`src/rtl/rf_bist_pkg.sv`:
```
// Shared types and constants for the register-file BIST controller.
package rf_bist_pkg;

    typedef enum logic [1:0] {
        StIdle,
        StWrite,
        StRead,
        StDone
    } state_e;

    localparam int unsigned RF_DEPTH = 32;
    localparam int unsigned RF_AW    = 5;

    localparam logic [31:0] LFSR_POLY = 32'h8020_0003;

    // An all-zero Galois LFSR never leaves zero, so substitute a legal seed.
    function automatic logic [31:0] lfsr_seed(input logic [31:0] s);
        return (s == 32'h0) ? 32'h1 : s;
    endfunction

endpackage

```
`src/rtl/rf_bist_lfsr.sv`:
```
// 32-bit right-shifting Galois LFSR; load has priority over step.
module rf_bist_lfsr
    import rf_bist_pkg::*;
(
    input  logic        clk_i,
    input  logic        reset_n,
    input  logic        load_i,
    input  logic [31:0] seed_i,
    input  logic        step_i,
    output logic [31:0] q_o
);

    logic [31:0] state_q, state_d;

    always_comb begin
        state_d = state_q;
        if (load_i) begin
            state_d = seed_i;
        end else if (step_i) begin
            state_d = state_q[0] ? ((state_q >> 1) ^ LFSR_POLY) : (state_q >> 1);
        end
    end

    always_ff @(posedge clk_i or negedge reset_n) begin
        if (!reset_n) begin
            state_q <= 32'h1;
        end else begin
            state_q <= state_d;
        end
    end

    assign q_o = state_q;

endmodule

```
`src/rtl/rf_bist.sv`:
```
// Register-file BIST: fills all registers with LFSR data, then reads both ports back
// and reports pass/fail, error count and the first failing address.
module rf_bist
    import rf_bist_pkg::*;
#(
    parameter logic [31:0] SEED = 32'hACE1_1234
) (
    input  logic               clk_i,
    input  logic               reset_n,
    input  logic               start_i,
    output logic               busy_o,
    output logic               done_o,
    output logic               pass_o,
    output logic [RF_AW:0]     err_cnt_o,
    output logic [RF_AW-1:0]   fail_addr_o,
    output logic [RF_AW-1:0]   a1_o,
    output logic [RF_AW-1:0]   a2_o,
    output logic [RF_AW-1:0]   a3_o,
    output logic [31:0]        wd3_o,
    output logic               we3_o,
    input  logic [31:0]        rd1_i,
    input  logic [31:0]        rd2_i
);

    localparam logic [RF_AW-1:0] LastAddr = RF_AW'(RF_DEPTH - 1);

    state_e           state_q, state_d;
    logic [RF_AW-1:0] addr_q, addr_d;
    logic [RF_AW:0]   err_cnt_q, err_cnt_d;
    logic [RF_AW-1:0] fail_addr_q, fail_addr_d;
    logic             pass_q, pass_d;

    logic             lfsr_load, lfsr_step;
    logic [31:0]      lfsr_q;
    logic [31:0]      expected;
    logic             mismatch;

    rf_bist_lfsr u_lfsr (
        .clk_i   (clk_i),
        .reset_n (reset_n),
        .load_i  (lfsr_load),
        .seed_i  (lfsr_seed(SEED)),
        .step_i  (lfsr_step),
        .q_o     (lfsr_q)
    );

    // x0 is hardwired to zero in rf, so the write to it must read back as 0.
    assign expected = (addr_q == '0) ? 32'h0 : lfsr_q;
    assign mismatch = (rd1_i != expected) || (rd2_i != expected);

    always_comb begin
        state_d     = state_q;
        addr_d      = addr_q;
        err_cnt_d   = err_cnt_q;
        fail_addr_d = fail_addr_q;
        pass_d      = pass_q;
        lfsr_load   = 1'b0;
        lfsr_step   = 1'b0;
        busy_o      = 1'b0;
        done_o      = 1'b0;
        a1_o        = '0;
        a2_o        = '0;
        a3_o        = '0;
        wd3_o       = 32'h0;
        we3_o       = 1'b0;

        unique case (state_q)
            StIdle: begin
                if (start_i) begin
                    state_d     = StWrite;
                    addr_d      = '0;
                    err_cnt_d   = '0;
                    fail_addr_d = '0;
                    pass_d      = 1'b0;
                    lfsr_load   = 1'b1;
                end
            end
            StWrite: begin
                busy_o = 1'b1;
                a3_o   = addr_q;
                wd3_o  = lfsr_q;
                we3_o  = 1'b1;
                addr_d = addr_q + 1'b1;
                if (addr_q == LastAddr) begin
                    // Replay the same sequence for the read-back pass.
                    state_d   = StRead;
                    lfsr_load = 1'b1;
                end else begin
                    lfsr_step = 1'b1;
                end
            end
            StRead: begin
                busy_o    = 1'b1;
                a1_o      = addr_q;
                a2_o      = addr_q;
                lfsr_step = 1'b1;
                addr_d    = addr_q + 1'b1;
                if (mismatch) begin
                    err_cnt_d = err_cnt_q + 1'b1;
                    if (err_cnt_q == '0) begin
                        fail_addr_d = addr_q;
                    end
                end
                if (addr_q == LastAddr) begin
                    state_d = StDone;
                end
            end
            StDone: begin
                done_o  = 1'b1;
                pass_d  = (err_cnt_q == '0);
                state_d = StIdle;
            end
            default: begin
                state_d = StIdle;
            end
        endcase
    end

    always_ff @(posedge clk_i or negedge reset_n) begin
        if (!reset_n) begin
            state_q     <= StIdle;
            addr_q      <= '0;
            err_cnt_q   <= '0;
            fail_addr_q <= '0;
            pass_q      <= 1'b0;
        end else begin
            state_q     <= state_d;
            addr_q      <= addr_d;
            err_cnt_q   <= err_cnt_d;
            fail_addr_q <= fail_addr_d;
            pass_q      <= pass_d;
        end
    end

    assign pass_o      = pass_q;
    assign err_cnt_o   = err_cnt_q;
    assign fail_addr_o = fail_addr_q;

endmodule
```
`config.mk`:
```
export PLATFORM = sky130hd
export DESIGN_NAME = rf_bist
export DESIGN_NICKNAME = d
export VERILOG_FILES = /design/src/rtl/rf_bist_pkg.sv /design/src/rtl/rf_bist_lfsr.sv /design/src/rtl/rf_bist.sv
export SDC_FILE = /design/constraint.sdc
export NUM_CORES = 1
export LEC_CHECK = 0
export ABC_AREA = 1
export BUFFER_PORTS_ARGS = -buffer_cell sky130_fd_sc_hd__buf_2
export CAP_MARGIN = 10
export CORE_MARGIN = 5
export CORE_UTILIZATION = 57
export CTS_BUF_LIST = sky130_fd_sc_hd__clkbuf_8 sky130_fd_sc_hd__clkbuf_16
export CTS_CLUSTER_DIAMETER = 80
export CTS_CLUSTER_SIZE = 20
export DETAILED_ROUTE_END_ITERATION = 6
export PLACE_DENSITY_LB_ADDON = 0.25
export SETUP_SLACK_MARGIN = 0.5
export SLEW_MARGIN = 40
export SYNTH_ARGS = -nofsm -noshare
export SYNTH_HDL_FRONTEND = slang
export SYNTH_HIERARCHICAL = 1
export SYNTH_SLANG_ARGS = --single-unit
```
`constraint.sdc`:
```
create_clock -name clk_i -period 3.7 [get_ports clk_i]
set_input_delay 0.37 -clock clk_i [delete_from_list [all_inputs] [get_ports clk_i]]
set_output_delay 0.37 -clock clk_i [all_outputs]
set_load 0.01 [all_outputs]
```
# Word-level counts from Yosys, hierarchy flattened
# Cells that the tools add are included.
[classes]
addsub = 2
n_eq_ne = 11
muxes = 29
bitwise_logic = 1
reduce_logical = 14
[op_table]
columns = ["cell", "count"]
rows = [
  ["$mux W32", 5],
  ["$ne A32 B32 Y1", 2],
  ["$mux W5", 5],
  ["$pmux W5 S2", 2],
  ["$mux W6", 2],
  ["$pmux W6 S2", 1],
  ["$ne A2 B2 Y1 const B", 5],
  ["$pmux W2 S4", 1],
  ["$reduce_bool A2 Y1", 4],
  ["$mux W1", 7],
  ["$add A6 B1 Y6 const B", 1],
  ["$logic_not A6 Y1", 1],
  ["$mux W2", 3],
  ["$pmux W1 S2", 3],
  ["$reduce_and A3 Y1", 2],
  ["$add A5 B1 Y5 const B", 1],
  ["$eq A5 B5 Y1 const B", 1],
  ["$logic_not A5 Y1", 1],
  ["$eq A2 B2 Y1 const B", 2],
  ["$not A3 Y4", 1],
  ["$reduce_and A2 Y1", 2],
  ["$reduce_and A4 Y1", 1],
  ["$eq A2 B1 Y1 const B", 1],
  ["$logic_not A2 Y1", 1],
  ["2 further kinds", 2],
]
[totals]
ff_bits = 51
in_bits = 67
word_cells = 63

# Logic depth before layout (Yosys ltp)
# Gate-level depths: netlist (run 1).
[depth]
ltp_word = 6
ltp_mapped = 19

# Cells and area by module
# Netlist (run 1), hierarchy kept.
[modules_own_cells]
columns = ["mod", "instances", "cells_each", "area_per_inst_um2"]
rows = [
  ["rf_bist", 1, 500, 2849.0],
  ["rf_bist_lfsr", 1, 186, 1456.4],
]

# Worst setup path after synthesis (run 1)
# OpenSTA, ideal clock, no wires.
[synth_timing]
path_kind = "register to register"
start = "register addr_q[0]"
end = "register fail_addr_q[1] (netlist: fail_addr_o[1])"
arrival_ns = 2.000
required_ns = 3.582
path_slack_ns = 1.581
path_stages_with_launch = 18
synth_period_minus_slack_ns = 2.119
path_cell_list = "dfrtp_1 -> inv_1 -> ha_1 -> inv_1 -> nor2_1 -> nand2_2 -> buf_12 -> buf_12 -> nand2_2 -> xor2_1 -> nand2_1 -> nor2_1 -> nand2_1 -> nor2_1 -> nand3_2 -> buf_6 -> nand4_1 -> nand2_1"
[synth_via]
elab_chain_cells = 6
word_cells_on_any_way = 7
classes_between = "eq/ne (3); mux (1); reduce/logical (3)"
[synth_rtl]
columns = ["element", "line", "source"]
rows = [
  ["from (decl)", "rf_bist.sv:28", "logic [RF_AW-1:0] addr_q, addr_d;"],
  ["from (signal assigned)", "rf_bist.sv:128", "addr_q <= addr_d;"],
  ["$logic_not A5 Y1 *", "rf_bist.sv:48", "assign expected = (addr_q == '0) ? 32'h0 : lfsr_q;"],
  ["$mux W32 *", "rf_bist.sv:48", ""],
  ["$ne A32 B32 Y1", "rf_bist.sv:49", "assign mismatch = (rd1_i != expected) || (rd2_i != expected);"],
  ["$logic_or A1 B1 Y1 *", "rf_bist.sv:49", ""],
  ["$ne A2 B2 Y1 (no line) *", "-", ""],
  ["$reduce_and A4 Y1 (no line) *", "-", ""],
  ["to (signal assigned)", "rf_bist.sv:130", "fail_addr_q <= fail_addr_d;"],
  ["to (decl)", "rf_bist.sv:30", "logic [RF_AW-1:0] fail_addr_q, fail_addr_d;"],
]
# Mark *: on every way between the ends. The rest lies on a longest branch, timed or not.
# A chain may end at the register's enable or synchronous reset.

# Worst setup path in the final report (run 1)
[layout_timing]
start = "register addr_q[0]"
end = "register err_cnt_q[5] (netlist: err_cnt_o[5])"
[layout_via]
elab_chain_cells = 6
word_cells_on_any_way = 7
classes_between = "eq/ne (3); mux (1); reduce/logical (3)"
[layout_rtl]
columns = ["element", "line", "source"]
rows = [
  ["$logic_not A5 Y1 *", "rf_bist.sv:48", ""],
  ["$mux W32 *", "rf_bist.sv:48", ""],
  ["$ne A32 B32 Y1", "rf_bist.sv:49", ""],
  ["$logic_or A1 B1 Y1 *", "rf_bist.sv:49", ""],
  ["$ne A2 B2 Y1 (no line) *", "-", ""],
  ["$reduce_and A3 Y1 (no line) *", "-", ""],
  ["to (signal assigned)", "rf_bist.sv:129", "err_cnt_q <= err_cnt_d;"],
  ["to (decl)", "rf_bist.sv:29", "logic [RF_AW:0] err_cnt_q, err_cnt_d;"],
]
# Marked as above.

==> metrics list, run 1 <==
* Parity-gate share of the synthesized area counting xor and xnor cells: 2.44%
* DRT Pass-1 Iters: 5
- After routing, the total negative slack on setup checks comes to 0 ns.
- The final number of hold-violating endpoints came to 0.
- Place WS: 0.818 ns
- Die width: 96.9 µm
- Longest Clk Path Bufs: 2
* Number of enable flip-flop cells after synthesis: 0
* DRC violation total after the first TritonRoute iteration: 333
- Initial core utilization: 59.0%
- Count of warnings emitted by yosys: 6
- TritonCTS clock tree: yes
* Worst r2r path cells: 18
* Number of sinks driven by the clock tree: 51
* Detailed Route WL: 13000 µm
- Fraction of synthesis flops using an asynchronous set or reset pin: 100%
- Largest net degree at the start of global routing: 39
* Std-Cell Core Area: 7290 µm²
* Routed length per placed instance: 14.1 µm
* Num CTS Buffers: 5
- Once detail routing completed, the nets flagged for antenna violations numbered 0.
- #FFs+latches synth: 51
- The worst pin sits at a relative slew slack of 43.6%.
- Level count of the clock H-tree: 2
- Primary FF master, synth: dfrtp_1
- Across every metal layer, demand over resource in global routing totals 27.2%.
- The worst path in the final design needs a cycle of 2.75 ns, including I/O delays and setup.
* Run status: finished, final reports clean
- Critical Path AT: 3.01 ns
- Setup repair after global routing left no endpoint under its margin.
- Summing the areas of all fa, ha and maj instances in the mapped netlist gives 2.62% of the synthesized area.
- The number of antenna violations at the first check in global routing was 0.
- After clock tree synthesis, the clock-pin slew on the worst setup and hold paths is 0.11 ns.
- Final Slew Violations: 0
* Simple-gate share of the synthesized area: 50.1%
* Number of failing setup endpoints in the final timing report: 0
* Number of vias in the routed layout: 4713
* Worst clock skew: 0.00757 ns
- Of all nets on the critical path, the largest fanout is 29.
- The number of global-route vias before repair is 4424.
* Clock latency on the worst-skew pair: 0.32 ns
* Kind of critical path: register to register
- The final layout contains 902 nets.
* Leakage power: 3.27 nW
- Across the VDD grid, the largest voltage drop is 0.329 mV.
* Sequential cell area fraction in the yosys report: 29.7%
- After synthesis, the netlist uses 31 different library cells.
- The first global-routing pass estimated 21300 µm of wire.
- Relative area change from synthesis to final layout: 18.5%
- Half-perimeter wire length of the detailed placement result: 10000 µm
- In the synthesized netlist, the number of instances is 686.
- Power spread over the standard cell area amounts to 437 nW/µm².
- Static timing analysis puts the maximum clock frequency at 364 MHz.
- Number of rows in the core area: 31
* Number of max-cap violations: 0
* Via-per-instance ratio: 5.09
- After synthesis the cells add up to 4310 µm².
- CP Capture Type: register
- At the worst endpoint, the required time is 3.96 ns.
- Share of post-route cells with drive strength above 1: 20.1%
- In this run the mean area of a mapped cell was 6.28 µm².
* Critical Path Start Type: register
* Compound-gate portion of the synthesized area: 2.59%
- Clock root buffer: clkbuf_8
- Number of primary I/O pins: 129
* Combinational family with the most area after synthesis: simple AND/OR/NAND/NOR gates
- Number of instances on the worst hold path: 4
- At the pin with the least slew margin, the transition time is 0.843 ns.
- Of the available clock period, the critical path in the final layout requires 74.3%.
- Post-route setup slack: 0.949 ns
- Congestion Overflow GR: 0
- The die covers 9390 µm².
- The repair_antennas step left the layout with diodes totalling 0.
- Die boundary height: 96.9 µm
* Number of remaining DRC errors: 0
- The worst hold path belongs to the class input port to register.
* IO buf count: 128
* RePlAce Congestion: 0.962
- After synthesis, the share of cell area in mux cells is 0%.
Yosys cell counts, types with 4 or more instances:
master      n  area (µm²)
nand2_1   312        1170
nand3_2     4        40.0
a21oi_1     8        40.0
xor2_1     12         105
buf_4       9        67.6
nand4_1    14        87.6
buf_2       6        30.0
nand3_1    48         240
nand3b_1   43         323
buf_6       6        67.6
inv_1      74         278
nand2_2    15        93.8
nor2_1     42         158
clkbuf_1    6        22.5
ha_1        9         113
dfrtp_1    50        1250
o21ai_0    10        50.1
area by class of cell:
class | count | area (µm²)
multi-input cells | 557 | 2610
fillers | 685 | 2190
flip-flops and latches | 51 | 1280
repair buffers | 135 | 708
inverters | 76 | 285
well taps | 99 | 124
clock buffers | 5 | 68.8
clock inverters | 3 | 27.5
state kept, by name, indices dropped and copies added (netlist names):
signal	cells
addr_q	5
pass_o	1
fail_addr_o	5
err_cnt_o	6
u_lfsr/q_o	32
state_q	2
cells in the final DEF (no fill, tap or decap), drive strengths merged:
master and instances:
nand2 327, buf 134, inv 76, nand3 52, dfrtp 50, nor2 45
nand3b 43, conb 32, nand4 14, xor2 12, o21ai 10, ha 9
a21oi 8, clkbuf 5, clkinv 2, a21o 1, nor3b 1, o22ai 1
nor4 1, a22oi 1, clkinvlp 1, dlygate4sd3 1, dfstp 1
worst paths after layout:
| check | from | end | slack [ns] |
|---|---|---|---|
| max | addr_q[0]$_DFFE_PN0P_ | err_cnt_o[5]$_DFFE_PN0P_ | 0.95 |
| min | start_i | pass_o$_DFFE_PN0P_ | 0.42 |
| max reg2reg | addr_q[0]$_DFFE_PN0P_ | err_cnt_o[5]$_DFFE_PN0P_ | 0.95 |
| min reg2reg | fail_addr_o[4]$_DFFE_PN0P_ | fail_addr_o[4]$_DFFE_PN0P_ | 0.50 |
| max in group asynchronous | reset_n | err_cnt_o[5]$_DFFE_PN0P_ | 2.39 |
| min in group asynchronous | reset_n | addr_q[2]$_DFFE_PN0P_ | 0.51 |
power breakdown:
| group | internal [mW] | switching [mW] | total [mW] |
|---|---|---|---|
| registers | 0.726 | 0.343 | 1.07 |
| logic | 0.353 | 0.451 | 0.803 |
| clock network | 0.140 | 0.219 | 0.359 |
cells by family (layout without fill, tap and decap cells):
family                   Yosys count  in the layout
AND/OR/NAND/NOR                  483            483
other                              2             32
XOR/XNOR                          12             12
AO/OA/AOI/OAI                     21             21
flip-flops                        51             51
adder cells (fa/ha/maj)            9              9
buffers and inverters            108            219
per-stage QoR:
step	hold WS (ns)	total power, mW	util [%]	instances	cell area (µm²)
floorplan	0.0744	1.56	-	716	4420
global placement	0.331	1.84	68.4	917	4990
detailed placement	0.333	1.86	68.4	917	4990
CTS	0.411	2.22	69.9	926	5100
global route	0.481	2.41	70.0	926	5100
finish	0.415	2.23	70.0	926	5100
worst max-delay path, cell delays in order (launching register included):
cell and delay, ns:
dfrtp_1 0.44, inv_1 0.09, ha_1 0.19, inv_1 0.04, nor2_1 0.05, nand2_4 0.27, buf_4 0.30, nand2_2 0.08
nand2_1 0.07, nand2_1 0.05, nor2_1 0.10, nand2_1 0.06, nor2_1 0.10, nand2_1 0.07, nor2_1 0.13, nand3_2 0.27
nand3_2 0.22, nand2_1 0.08, nand2_1 0.06
per-layer routing:
metal | global-route usage (%) | up-vias | routed length, µm
li1 | - | 2367 | -
met1 | 36.7 | 2138 | 5660
met2 | 45.6 | 194 | 6280
met3 | 4.68 | 14 | 947
met4 | 6.37 | 0 | 155
met5 | 0 | - | 0
timing repair:
| item | CTS | global route |
|---|---|---|
| setup buffers | 0 | 0 |
| resized for setup | 0 | 1 |
| setup endpoints to repair | 0 | 11 |
| hold endpoints to repair | 17 | 0 |
| hold buffers | 1 | 0 |
Power figures use the tool's default switching activity.
==> inputs of run 2 (changes only) <==
--- a/config.mk
+++ b/config.mk
@@ -5,11 +5,11 @@
 export SDC_FILE = /design/constraint.sdc
 export NUM_CORES = 1
 export LEC_CHECK = 0
-export ABC_AREA = 1
+export ABC_AREA = 0
 export BUFFER_PORTS_ARGS = -buffer_cell sky130_fd_sc_hd__buf_2
 export CAP_MARGIN = 10
 export CORE_MARGIN = 5
-export CORE_UTILIZATION = 57
+export CORE_UTILIZATION = 53
 export CTS_BUF_LIST = sky130_fd_sc_hd__clkbuf_8 sky130_fd_sc_hd__clkbuf_16
 export CTS_CLUSTER_DIAMETER = 80
 export CTS_CLUSTER_SIZE = 20
==> constraint.sdc (replaced) <==
create_clock -name clk_i -period 2.6 [get_ports clk_i]
set_input_delay 0.26 -clock clk_i [delete_from_list [all_inputs] [get_ports clk_i]]
set_output_delay 0.26 -clock clk_i [all_outputs]
set_load 0.01 [all_outputs]
==> run 2 against run 1 <==
The flow now finishes with violations (negative setup slack); critical endpoint is now err_cnt_o[2]$_DFFE_PN0P_; setup slack worse by 1.3 ns; sequential cell count stayed put; synthesized area is 3.8% higher; design area is 29% higher; fmax is 8.1% lower; global-route usage is 5.8 points higher; sequential share of layout area is 5.7 points lower; worst hold slack worse by 0.081 ns; count of clock-buffer cells in the layout stayed put; via count is 17% higher; critical path depth is 6 lower; clock power is 36% higher.
==> metrics list, run 2 <==
- Rel. slew slack: 57.6%
- Final hold analysis gives a worst-case slack of 0.334 ns.
- Post-synthesis instance total: 532
- The routed design uses 8460 µm of met2 wire.
* Chain of cells forming the critical path: inv_2, ha_4, nor4b_4, buf_6, buf_12, nor2_1, o32ai_1, buf_4, nand4_1, nor4_4, a31oi_4, o221ai_2
- Entering global routing, the biggest net connects 42 pins.
- Setup repair after global routing could not meet its margin everywhere.
- After the first detailed-routing iteration, the DRC count stood at 614.
- Final nets: 831
* Number of failing setup endpoints in the final timing report: 11
- Tcrit/Tclk final: 115%
- In this design, the stage delay of the slowest critical-path cell is 0.46 ns.
- Adder and majority gate portion of the synthesized area: 2.52%
- Summing the areas of all xor and xnor instances in the mapped netlist gives 3.33% of the synthesized area.
- Area of all placed cells without fillers: 6600 µm²
- Half-perimeter wire length of the detailed placement result: 11400 µm
- Worst IR drop on VDD: 0.679 mV
- Slowest cell on the critical path: o32ai_1
- Share of post-route cells with drive strength above 1: 38.1%
* Largest fanout of any net on the critical path: 7
- Detailed routing placed a total of 2270 µm of wire on met3.
- Timing analysis after detailed placement gives a worst setup slack of -0.150 ns.
* Placed Area: 5580 µm²
- Post-Route M1 WL: 7020 µm
- Count of warnings emitted by yosys: 6
- Level count of the clock H-tree: 2
* Initial core utilization: 54.4%
- The library cell used most frequently in the layout, excluding fill and tap cells, is buf_2.
- Die ar.: 10400 µm²
- Number of antenna repair diodes: 0
* Final worst path period need: 2.99 ns
* Number of vias in the routed layout: 5507
* Clock root buffer: clkbuf_8
* Via-per-instance ratio: 6.40
- The worst setup path is captured at a register.
* Number of sinks driven by the clock tree: 51
* Post-route setup slack: -0.395 ns
* Post-Synthesis Mean Instance Area: 8.40 µm²
* Antenna violations before repair: 0
- The number of global-route vias before repair is 5020.
* Commonest cells after routing, fill and taps aside: buf_2, buf_4, dfrtp_1
- The floorplan step set the die width to 102 µm.
- The count of nets left with antenna violations once routing finished came out at 0.
- Clock latency on the worst-skew pair, taken at its later pin, is 0.32 ns.
- Routed length per placed instance: 21.8 µm
- TritonCTS built the clock tree.
* DRT Pass-1 Iters: 5
- Of the synthesized area, sequential elements account for 28.6%.
- Primary FF master, synth: dfrtp_1
- The synthesized netlist devotes 20.9% of its cell area to compound gates.
- Fraction of synthesis flops using an asynchronous set or reset pin: 100%
- In this run the static leakage power is 3.06 nW.
- For the pin with the worst max-slew slack, the measured transition is 0.630 ns.
- The highest metal layer carrying signal wires in the routed design is met4.
* Max Freq: 334 MHz
- Multiplexer fraction of the synthesized cell area: 7.67%
- Commonest cells in the netlist: dfrtp_1, nand2_1, and2_1
* Die boundary height: 102 µm
* Clock transition at the register clock pins on the worst setup and hold paths after CTS: 0.11 ns
- In the post-synthesis netlist, the cell with the most instances is dfrtp_1.
* Simple-gate share of the synthesized area: 29.6%
* Number of primary I/O pins: 129
- Combinational family with the most area after synthesis: simple AND/OR/NAND/NOR gates
- Number of rows in the core area: 33
* Cell area after synthesis: 4470 µm²
- Max-cap violations in this run came to 0.
* Critical Path AT: 3.24 ns
- Number of remaining DRC errors: 0
* Biggest area contributors in the synthesized netlist: dfrtp_1, mux2i_1, and2_1
- Buffers placed on the I/O ports in this run total 128.
- The clock arrives with 0.0162 ns of skew.
* Std-Cell Core Area: 8220 µm²
- Relative area change from synthesis to final layout: 47.7%
- Top cell type by total area after synthesis: dfrtp_1
* Proportion of netlist area held by the largest area contributor: 28.0%
* Largest register FFs: 32
- Buffers inserted during clock tree synthesis total 5.
* Synth unique cells: 63
* CP top delay family: compound AO/OA/AOI/OAI gates
- Detailed Route WL: 18800 µm
- Hold Violations, Final: 0
- In the global route stage, overall resource usage came out at 33.1%.
- The final-report max-slew violation count is 0.
* Kind of critical path: register to register
- The longest clock path from root to sink contains 2 buffers.
- The first global-routing pass estimated 26500 µm of wire.
* Congestion Overflow GR: 0
- The number of buffers and inverters on the critical path is 4.
* #FFs+latches synth: 51
* Violations in the final reports: negative setup slack
* Critical Path Start Type: register
- Hold/Removal Path Class: input port to register
- In this run the power density over the cells is 1330 nW/µm².
- RePlAce Congestion: 0.936
- Counting flops with a built-in enable in the synthesized netlist gives 0.
- For the worst setup path, the data required time is 2.85 ns.
- Run status: complete, but fails checks
## run 2: worst paths after layout
kind,startpoint,to,slack (ns),depth (start not counted)
setup reg to reg,addr_q[0]$_DFFE_PN0P_,err_cnt_o[2]$_DFFE_PN0P_,-0.39,12
setup / recovery,addr_q[0]$_DFFE_PN0P_,err_cnt_o[2]$_DFFE_PN0P_,-0.39,12
hold reg to reg,pass_o$_DFFE_PN0P_,pass_o$_DFFE_PN0P_,0.56,2
max in group asynchronous,reset_n,u_lfsr/q_o[0]$_DFFE_PN1P_,1.45,3
min in group asynchronous,reset_n,u_lfsr/q_o[22]$_DFFE_PN0P_,0.48,2
hold / removal,start_i,pass_o$_DFFE_PN0P_,0.33,3
## run 2: per-stage QoR
step	std cells	util (%)	total power, mW	TNS, ns
floorplan	562	-	4.60	0
global placement	812	67.9	5.97	-0.942
detailed placement	812	67.9	6.11	-1.40
CTS	851	76.3	7.81	-0.820
global route	861	80.4	9.19	-5.10
finish	861	80.4	8.77	-3.60
## run 2: logic make-up (layout without fill, tap and decap cells)
family          after synthesis  in the layout
buf+inv                      59            250
other cells                   2             32
compound gates              132            133
xor+xnor                     17             17
mux                          34             34
flops                        51             51
simple gates                228            230
fa+ha+maj                     9              9
## run 2: tightest hold or removal path, delay by kind of cell
kind / cells / cell delay, ns
AOI/OAI and AO/OA: 2 / 0.19
buffers and inverters: 1 / 0.17
## run 2: where the power goes
group	switching, mW	internal (mW)
sequential	0.748	1.17
combinational	3.15	3.21
clock	0.303	0.186
total	4.20	4.57
## run 2: repair_timing
| action | in CTS | in global routing |
|---|---|---|
| resized for setup | 56 | 43 |
| setup endpoints to repair | 71 | 71 |
| cloned | 10 | 1 |
| hold buffers | 1 | 0 |
| pin swaps | 22 | 34 |
| hold endpoints to repair | 22 | 0 |
| buffers inserted | 20 | 9 |
## run 2: final cells by class
type	count	area, µm²
well taps	105	131
repair buffers	216	1600
inverters	26	97.6
clock buffers	5	68.8
clock inverters	3	16.3
multi-input cells	455	3420
fillers	535	1610
flip-flops and latches	51	1280
## run 2: metal layers
metal / GRT usage [%] / up-vias
met5: 0 / -
met4: 12.0 / 0
met3: 6.01 / 114
met2: 53.9 / 450
met1: 44.2 / 2570
li1: - / 2373
